## src/rtl/reg_wb_pkg.sv

```systemverilog
// reg_wb_pkg: shared constants and the FIFO entry type for the writeback
// controller of the 64-bit core.
//   XLEN, REG_ADDR_W : data and register-address widths
//   NUM_REGS_DEF     : default number of architectural registers
//   ZERO_REG, CONST_REG : registers that are never written
//   DROP_W           : width of the saturating drop counter
//   wb_entry_t       : one pending register write {dest, data}
package reg_wb_pkg;

  localparam int XLEN         = 64;
  localparam int REG_ADDR_W   = 8;
  localparam int NUM_REGS_DEF = 100;
  localparam int DROP_W       = 16;

  localparam logic [REG_ADDR_W-1:0] ZERO_REG  = 8'd0;
  localparam logic [REG_ADDR_W-1:0] CONST_REG = 8'd1;

  typedef struct packed {
    logic [REG_ADDR_W-1:0] dest;
    logic [XLEN-1:0]       data;
  } wb_entry_t;

endpackage

```

## src/rtl/wb_fifo.sv

```systemverilog
// wb_fifo: small ordered FIFO of pending register writes.
// Optional feature macro: WB_FWD_EN (adds the age-ordered entry export).
// Ports:
//   clk, rst        clock and asynchronous active-high reset
//   push, push_entry enqueue one entry (ignored when full)
//   pop             dequeue the head (ignored when empty)
//   head            current head entry (raw storage, caller gates it)
//   empty, full     occupancy flags
//   age_entry/age_valid (WB_FWD_EN) entries ordered oldest (0) to youngest
import reg_wb_pkg::*;

module wb_fifo #(
  parameter int DEPTH = 4
) (
  input  logic      clk,
  input  logic      rst,
  input  logic      push,
  input  wb_entry_t push_entry,
  input  logic      pop,
  output wb_entry_t head,
  output logic      empty,
  output logic      full
`ifdef WB_FWD_EN
  ,
  output wb_entry_t        age_entry [DEPTH],
  output logic [DEPTH-1:0] age_valid
`endif
);

  localparam int PTR_W = $clog2(DEPTH);
  localparam int CNT_W = PTR_W + 1;

  logic [PTR_W-1:0] rd_ptr_q, rd_ptr_d;
  logic [PTR_W-1:0] wr_ptr_q, wr_ptr_d;
  logic [CNT_W-1:0] count_q, count_d;
  wb_entry_t        mem_q [DEPTH];
  wb_entry_t        mem_d [DEPTH];
  logic             do_push, do_pop;

  always_comb begin
    do_push  = push & ~full;
    do_pop   = pop & ~empty;
    mem_d    = mem_q;
    wr_ptr_d = wr_ptr_q;
    rd_ptr_d = rd_ptr_q;
    if (do_push) begin
      mem_d[wr_ptr_q] = push_entry;
      wr_ptr_d        = wr_ptr_q + 1'b1;
    end
    if (do_pop) begin
      rd_ptr_d = rd_ptr_q + 1'b1;
    end
    // Simultaneous push and pop leaves the count unchanged.
    count_d = count_q + CNT_W'(do_push) - CNT_W'(do_pop);
  end

  always_ff @(posedge clk or posedge rst) begin
    if (rst) begin
      rd_ptr_q <= '0;
      wr_ptr_q <= '0;
      count_q  <= '0;
    end else begin
      rd_ptr_q <= rd_ptr_d;
      wr_ptr_q <= wr_ptr_d;
      count_q  <= count_d;
    end
  end

  // Storage is deliberately not reset; consumers gate it with the count.
  always_ff @(posedge clk) begin
    mem_q <= mem_d;
  end

  assign head  = mem_q[rd_ptr_q];
  assign empty = (count_q == '0);
  assign full  = (count_q == CNT_W'(DEPTH));

`ifdef WB_FWD_EN
  always_comb begin
    for (int i = 0; i < DEPTH; i++) begin
      age_entry[i] = mem_q[rd_ptr_q + PTR_W'(i)];
      age_valid[i] = (CNT_W'(i) < count_q);
    end
  end
`endif

endmodule

```

## src/rtl/reg_writeback_ctrl.sv

```systemverilog
// reg_writeback_ctrl: arbitrates ALU and load results into an ordered FIFO
// and retires one register-file write per cycle. Writes to r0, r1 or
// addresses >= NUM_REGS are accepted but discarded and counted.
// Optional feature macro: WB_FWD_EN (forwarding lookup ports).
// Ports:
//   clock, reset                    clock, asynchronous active-high reset
//   alu_valid/ready/dest/data       ALU result stream (lower priority)
//   mem_valid/ready/dest/data       load result stream (higher priority)
//   reg_write, reg_write_data       register file write address / data
//   reg_write_cmd                   register file write strobe
//   drop_count                      saturating count of discarded writes
//   fifo_empty                      no pending writes
//   fwd_addr_n, fwd_hit_n, fwd_data_n (WB_FWD_EN) forwarding lookups
import reg_wb_pkg::*;

module reg_writeback_ctrl #(
  parameter int DEPTH    = 4,
  parameter int NUM_REGS = NUM_REGS_DEF
) (
  input  logic                  clock,
  input  logic                  reset,
  input  logic                  alu_valid,
  output logic                  alu_ready,
  input  logic [REG_ADDR_W-1:0] alu_dest,
  input  logic [XLEN-1:0]       alu_data,
  input  logic                  mem_valid,
  output logic                  mem_ready,
  input  logic [REG_ADDR_W-1:0] mem_dest,
  input  logic [XLEN-1:0]       mem_data,
  output logic [REG_ADDR_W-1:0] reg_write,
  output logic [XLEN-1:0]       reg_write_data,
  output logic                  reg_write_cmd,
  output logic [DROP_W-1:0]     drop_count,
  output logic                  fifo_empty
`ifdef WB_FWD_EN
  ,
  input  logic [REG_ADDR_W-1:0] fwd_addr_1,
  input  logic [REG_ADDR_W-1:0] fwd_addr_2,
  output logic                  fwd_hit_1,
  output logic                  fwd_hit_2,
  output logic [XLEN-1:0]       fwd_data_1,
  output logic [XLEN-1:0]       fwd_data_2
`endif
);

  function automatic logic dest_ok(input logic [REG_ADDR_W-1:0] d);
    return (d != ZERO_REG) && (d != CONST_REG) && (int'(d) < NUM_REGS);
  endfunction

  function automatic logic [DROP_W-1:0] sat_inc(input logic [DROP_W-1:0] v);
    return (v == {DROP_W{1'b1}}) ? v : v + 1'b1;
  endfunction

  logic             space, empty, full;
  logic             mem_fire, alu_fire, any_fire, push, drop;
  wb_entry_t        push_entry, head;
  logic [DROP_W-1:0] drop_count_q, drop_count_d;

  always_comb begin
    // No credit for a same-cycle pop: space depends on the count only.
    space     = ~full;
    mem_ready = space & ~reset;
    alu_ready = space & ~mem_valid & ~reset;
    mem_fire  = mem_valid & mem_ready;
    alu_fire  = alu_valid & alu_ready;
    any_fire  = mem_fire | alu_fire;
    push_entry.dest = mem_fire ? mem_dest : alu_dest;
    push_entry.data = mem_fire ? mem_data : alu_data;
    push      = any_fire & dest_ok(push_entry.dest);
    drop      = any_fire & ~dest_ok(push_entry.dest);
    drop_count_d = drop ? sat_inc(drop_count_q) : drop_count_q;
  end

  always_ff @(posedge clock or posedge reset) begin
    if (reset) begin
      drop_count_q <= '0;
    end else begin
      drop_count_q <= drop_count_d;
    end
  end

`ifdef WB_FWD_EN
  wb_entry_t        age_entry [DEPTH];
  logic [DEPTH-1:0] age_valid;
`endif

  // The register file never stalls, so the head is popped whenever present.
  wb_fifo #(.DEPTH(DEPTH)) u_fifo (
    .clk        (clock),
    .rst        (reset),
    .push       (push),
    .push_entry (push_entry),
    .pop        (~empty),
    .head       (head),
    .empty      (empty),
    .full       (full)
`ifdef WB_FWD_EN
    ,
    .age_entry  (age_entry),
    .age_valid  (age_valid)
`endif
  );

  assign reg_write_cmd  = ~empty;
  assign reg_write      = empty ? '0 : head.dest;
  assign reg_write_data = empty ? '0 : head.data;
  assign fifo_empty     = empty;
  assign drop_count     = drop_count_q;

`ifdef WB_FWD_EN
  // Scanning oldest to youngest lets the youngest match overwrite older ones.
  always_comb begin
    fwd_hit_1  = 1'b0;
    fwd_hit_2  = 1'b0;
    fwd_data_1 = '0;
    fwd_data_2 = '0;
    for (int i = 0; i < DEPTH; i++) begin
      if (age_valid[i] && (age_entry[i].dest == fwd_addr_1)) begin
        fwd_hit_1  = 1'b1;
        fwd_data_1 = age_entry[i].data;
      end
      if (age_valid[i] && (age_entry[i].dest == fwd_addr_2)) begin
        fwd_hit_2  = 1'b1;
        fwd_data_2 = age_entry[i].data;
      end
    end
  end
`endif

endmodule

```

## config.mk

```make
export PLATFORM = sky130hd
export DESIGN_NAME = reg_writeback_ctrl
export DESIGN_NICKNAME = d
export VERILOG_FILES = /design/src/rtl/reg_wb_pkg.sv /design/src/rtl/wb_fifo.sv /design/src/rtl/reg_writeback_ctrl.sv
export SDC_FILE = /design/constraint.sdc
export NUM_CORES = 1
export LEC_CHECK = 0
export CORE_MARGIN = 3
export CORE_UTILIZATION = 29
export CTS_CLUSTER_SIZE = 40
export DETAILED_ROUTE_END_ITERATION = 8
export GPL_ROUTABILITY_DRIVEN = 0
export PLACE_DENSITY = 0.5
export SYNTH_ARGS = -nofsm -noshare
export SYNTH_HDL_FRONTEND = slang
export SYNTH_HIERARCHICAL = 1
export SYNTH_SLANG_ARGS = --single-unit
```

## constraint.sdc

```tcl
create_clock -name clock -period 4.35 [get_ports clock]
set_input_delay 1.0875 -clock clock [delete_from_list [all_inputs] [get_ports clock]]
set_output_delay 1.0875 -clock clock [all_outputs]
set_load 0.01 [all_outputs]
```

# Word level (Yosys, flattened, before mapping)
# Index checks and enable logic that the tools add are counted.
# op_classes
n_mux	10
n_lt_le_gt_ge	4
eq_ne	3
add_sub_neg	5
reduce_logical	6
n_bitwise	17
# ops
op	count
bitwise mux 288 bit	1
2-to-1 mux 72 bit	3
binary-select mux 72 bit (select 2 bit)	1
demux 72 bit (select 2 bit)	1
2-to-1 mux 64 bit	2
adder 16 x 1 -> 16 bit (second input constant)	1
equality test 16 bit (second input constant)	1
2-to-1 mux 8 bit	2
AND 1 bit	8
< comparator 8 x 7 -> 1 bit (second input constant)	1
!= test 8 x 1 -> 1 bit (second input constant)	1
nonzero test 8 bit	1
>= comparator 3 bit (second input constant)	2
NOT 1 bit	6
NOT 2 -> 3 bit	2
adder 2 x 1 -> 2 bit (second input constant)	2
adder 3 x 1 -> 3 bit	1
equality test 3 bit (second input constant)	1
logical AND 1 bit	3
zero test 3 bit	1
< comparator 3 x 1 -> 1 bit (second input constant)	1
subtractor 3 x 1 -> 3 bit	1
AND reduction 2 bit	1
OR 1 bit	1
# word_totals
register_bits	311
in_bits	148
wordCells	57

# Logic depth before layout (Yosys ltp)
# depth
ltp_word	12
depth_mapped	14
mapped_depth_nobuf	13

# Hierarchy
# The synthesis kept the hierarchy.
# modules_own_cells
module	cells_each	instances	seq_area_each_um2	area_each_um2
wb_fifo	419	1	8823.5	10866.7
reg_writeback_ctrl	420	1	400.4	2542.4

# Worst setup path before layout
# No wires, ideal clock.
# synth_timing
path_type	in2reg
startpoint	in mem_dest[4]
endpoint	reg u_fifo/mem_q[0] (netlist name) (enable)
stages	6
required_ns	3.912
setup_slack_ns	-0.173
arrival_ns	4.085
path_buffers	0
cell_sequence	nor3_2 > nor2_1 > a211oi_1 > a21oi_1 > nor4_1 > and3b_1
# synth_via
elab_chain_cells	6
elab_cells_between_ends	8
classes_between	order compare: 1; eq/ne: 1; mux: 1; bitwise: 2; reduce/logical: 3
# synth_rtl
item	line_no	source
start: declaration	reg_writeback_ctrl.sv:28	input logic [REG_ADDR_W-1:0] mem_dest,
2-to-1 mux 8 bit (*)	reg_writeback_ctrl.sv:67	push_entry.dest = mem_fire ? mem_dest : alu_dest;
parallel branches: the longest is 2 deep, another holds < comparator 8 x 7 -> 1 bit	-	
logical AND 1 bit (*)	reg_writeback_ctrl.sv:47	return (d != ZERO_REG) && (d != CONST_REG) && (int'(d) < NUM_REGS);
AND 1 bit (*)	reg_writeback_ctrl.sv:69	push = any_fire & dest_ok(push_entry.dest);
named net push	reg_writeback_ctrl.sv:55	logic mem_fire, alu_fire, any_fire, push, drop;
AND 1 bit (*)	wb_fifo.sv:41	do_push = push & ~full;
end signal: assignment	wb_fifo.sv:71	mem_q <= mem_d;
end: declaration	wb_fifo.sv:36	wb_entry_t mem_q [DEPTH];
# Mark *: on every way through the listed nets, which the timed path passes.
# A chain may end at the register's enable or synchronous reset.

==> results.sh <==
export IMPL_status="complete, no violations"
export IMPL_fp_dieH_um=221
export IMPL_grt_pass1_wl_um=49400
export IMPL_hold_path_class="reg2reg"
export IMPL_swShare=0.295
export IMPL_layout_common_cells="edfxtp_1 (288), clkdlybuf4s50_1 (239), nand2_1 (225)"
export IMPL_cts_resized=0
export IMPL_yosysUniqueCellTypes=51
export IMPL_synthCells=839
export IMPL_vdd_ir_drop_max_mv=0.240
export IMPL_yosysWarnings=6
export IMPL_skew_ps=13.4
export IMPL_worstSetupPathType="reg2out"
export IMPL_cts_root_buf="clkbuf_16"
export IMPL_synth_fp_nets=995
export IMPL_grt_antenna_before_repair=0
export IMPL_hpwl_um=20800
export IMPL_worst_slew_pin_slew_ps=1040
export IMPL_hold_depth=1
export IMPL_ant_nets=0
export IMPL_hold_buffers=0
export IMPL_synth_compound_area_share=0.00700
export IMPL_startpoint_type="flop"
export IMPL_first_global_vias=8275
export IMPL_synthesis_area_um2=13400
export IMPL_core_um2=45500
export IMPL_dieArea_um2=48900
export IMPL_fillers=4297
export IMPL_drv_cap=0
export IMPL_slew_viol_final=0
export IMPL_power_frac_seq=0.375
export IMPL_min_from="drop_count[8]"
export IMPL_cts_buffer_depth=3
export IMPL_r2r_cells=11
export IMPL_drive_above_1_share=0.161
export IMPL_port_buffers=239
export IMPL_die_width_um=221
export IMPL_r2r_start="u_fifo/count_q[2]"
export IMPL_drcViolationCount=0
export IMPL_grt_max_degree=73
export IMPL_via_count=7701
export IMPL_clk_pin_slew_worst_paths_ps=60
export IMPL_nets=1253
export IMPL_synth_adder_area_share=0.00802
export IMPL_dpl_cell_area_um2=16700
export IMPL_hold_end="drop_count[8]"
export IMPL_r2r_slack_ps=1060
export IMPL_ys_seq_area_frac=0.688
export IMPL_finalCritPeriodShare=0.887
export IMPL_fmax_mhz=259
export IMPL_grt_use_total=0.129
export IMPL_synth_simple_gate_area_frac=0.139
export IMPL_finalSetupViolCount=0
export IMPL_wl_um=31700
export IMPL_grt_overflow=0
export IMPL_clock_latency_ps=510
export IMPL_power_leakage_nw=6.18
export IMPL_period_minus_slack_ps=3860
export IMPL_slew_headroom=0.303
export IMPL_initial_utilization=0.295
export IMPL_cts_made_buffers=36
export IMPL_rsz0062_at_grt="false"
export IMPL_hold_viol=0
export IMPL_io_pins=240
export IMPL_arrival_ps=2770
export IMPL_synth_ff_type="edfxtp_1"
export IMPL_final_common_cell="edfxtp_1"
export IMPL_r2r_end="u_fifo/count_q[2]"
export IMPL_design_area_um2=17700
export IMPL_synth_xor_area_frac=0.0105
export IMPL_area_delta_synth_final_pct=32.3
export IMPL_num_rows=78
export IMPL_cts_sinks=311
export IMPL_synth_edff_count=288
export IMPL_p_int_mw=7.22
export IMPL_power_mw=10.2
export IMPL_end_kind="primary output"
export IMPL_wl_per_cell_um=18.5
export IMPL_antennaDiodeCount=0
export IMPL_pwr_density_cell_nw_per_um2=578
export IMPL_drtIter0Drc=322
export IMPL_vias_per_cell=4.49
export IMPL_syn_area_per_cell_um2=16.0
export IMPL_firstDrtPassIters=4
export IMPL_synth_top_family_by_area="simple AND/OR/NAND/NOR gates"
export IMPL_muxShareOfSynthArea=0.125
export IMPL_cp_data_required_time_ps=3260
export IMPL_comb_power_share=0.362
export IMPL_htreeDepth=2
export IMPL_p_clk_frac=0.263
export IMPL_finalSetupTns_ps=0
export IMPL_synth_ff_latch_count=311
export IMPL_cts_tree="built"
export IMPL_cts_setup_buffers=0
export IMPL_synth_async_reset_ratio=0.0740
export IMPL_worst_path_max_fanout=20
export IMPL_netSwitchingPower_mw=3.02
per-stage QoR:
step	utilization	hold slack [ps]	instances	worst slack [ps]
3_3_place_gp	0.367	493	1659	374
2_1_floorplan	-	522	839	600
5_1_grt	0.390	530	1717	284
6_report	0.390	508	1717	491
3_5_place_dp	0.367	499	1659	292
4_1_cts	0.390	511	1717	345
critical path, stage by stage, from the launching register on:
cell and delay, ps:
dfrtp_4 720, buf_12 250, mux4_2 520, nor2b_1 140, clkdlybuf4s50_1 610
cells in the mapped netlist (4+ instances only):
master | number | area (µm²)
dfrtp_1 | 23 | 576
nand3_1 | 6 | 30.0
nor4b_2 | 4 | 60.1
ha_1 | 7 | 87.6
inv_1 | 9 | 33.8
nor3_1 | 6 | 30.0
nand2_1 | 226 | 848
clkbuf_1 | 18 | 67.6
nand2b_1 | 5 | 31.3
buf_1 | 6 | 22.5
nor4_2 | 7 | 87.6
buf_6 | 9 | 101
mux4_2 | 72 | 1620
nor2b_1 | 73 | 457
and3b_1 | 4 | 35.0
xor2_1 | 13 | 114
buf_2 | 9 | 45.0
nor2_1 | 5 | 18.8
edfxtp_1 | 288 | 8650
layer usage:
layer	share of wire	routed length (µm)	track usage
met1	0.45	14400	0.174
met2	0.48	15300	0.214
met3	0.055	1740	0.0304
met4	0.010	319	0.0258
met5	0	0	0
worst max path at each step:
| stage | from | endpoint | slack, ps | depth (start not counted) |
|---|---|---|---|---|
| detailed placement | mem_dest[4] | u_fifo/count_q[2] | 290 | 13 |
| global route | u_fifo/count_q[2] | reg_write_cmd | 280 | 4 |
| global placement | mem_dest[4] | u_fifo/count_q[2] | 370 | 13 |
| finish | u_fifo/rd_ptr_q[0] | reg_write_data[63] | 490 | 4 |
| floorplan | mem_dest[4] | u_fifo/mem_q[0] | 600 | 6 |
| CTS | u_fifo/count_q[2] | reg_write_cmd | 350 | 4 |
state kept, by name (all words and copies together) (netlist names):
name / count
drop_count: 16
u_fifo/count_q: 3
u_fifo/rd_ptr_q: 2
u_fifo/wr_ptr_q: 2
u_fifo/mem_q: 288
final cells by class:
type	count	area, µm²	area share
multi-input cells	475	3910	0.220
repair buffers	264	2770	0.156
clock inverters	15	116	0.00656
well taps	600	751	0.0423
clock buffers	43	927	0.0523
flip-flops and latches	311	9230	0.520
inverters	9	33.8	0.00190
power groups by stage:
stage               Clock [mW]  Sequential, mW  Combinational, mW
finish                    2.69            3.84               3.71
global route              2.91            3.88               4.05
CTS                       2.79            3.85               3.84
detailed placement           0            3.91               3.82
global placement             0            3.91               3.81
floorplan                    0            3.75               2.13
cells by family after synthesis:
group | count (synthesis)
AND/OR/NAND/NOR | 364
flip-flops | 311
multiplexers | 76
buffers and inverters | 53
XOR/XNOR | 16
AO/OA/AOI/OAI | 11
adder cells (fa/ha/maj) | 8
(Power assumes the default switching activity.)
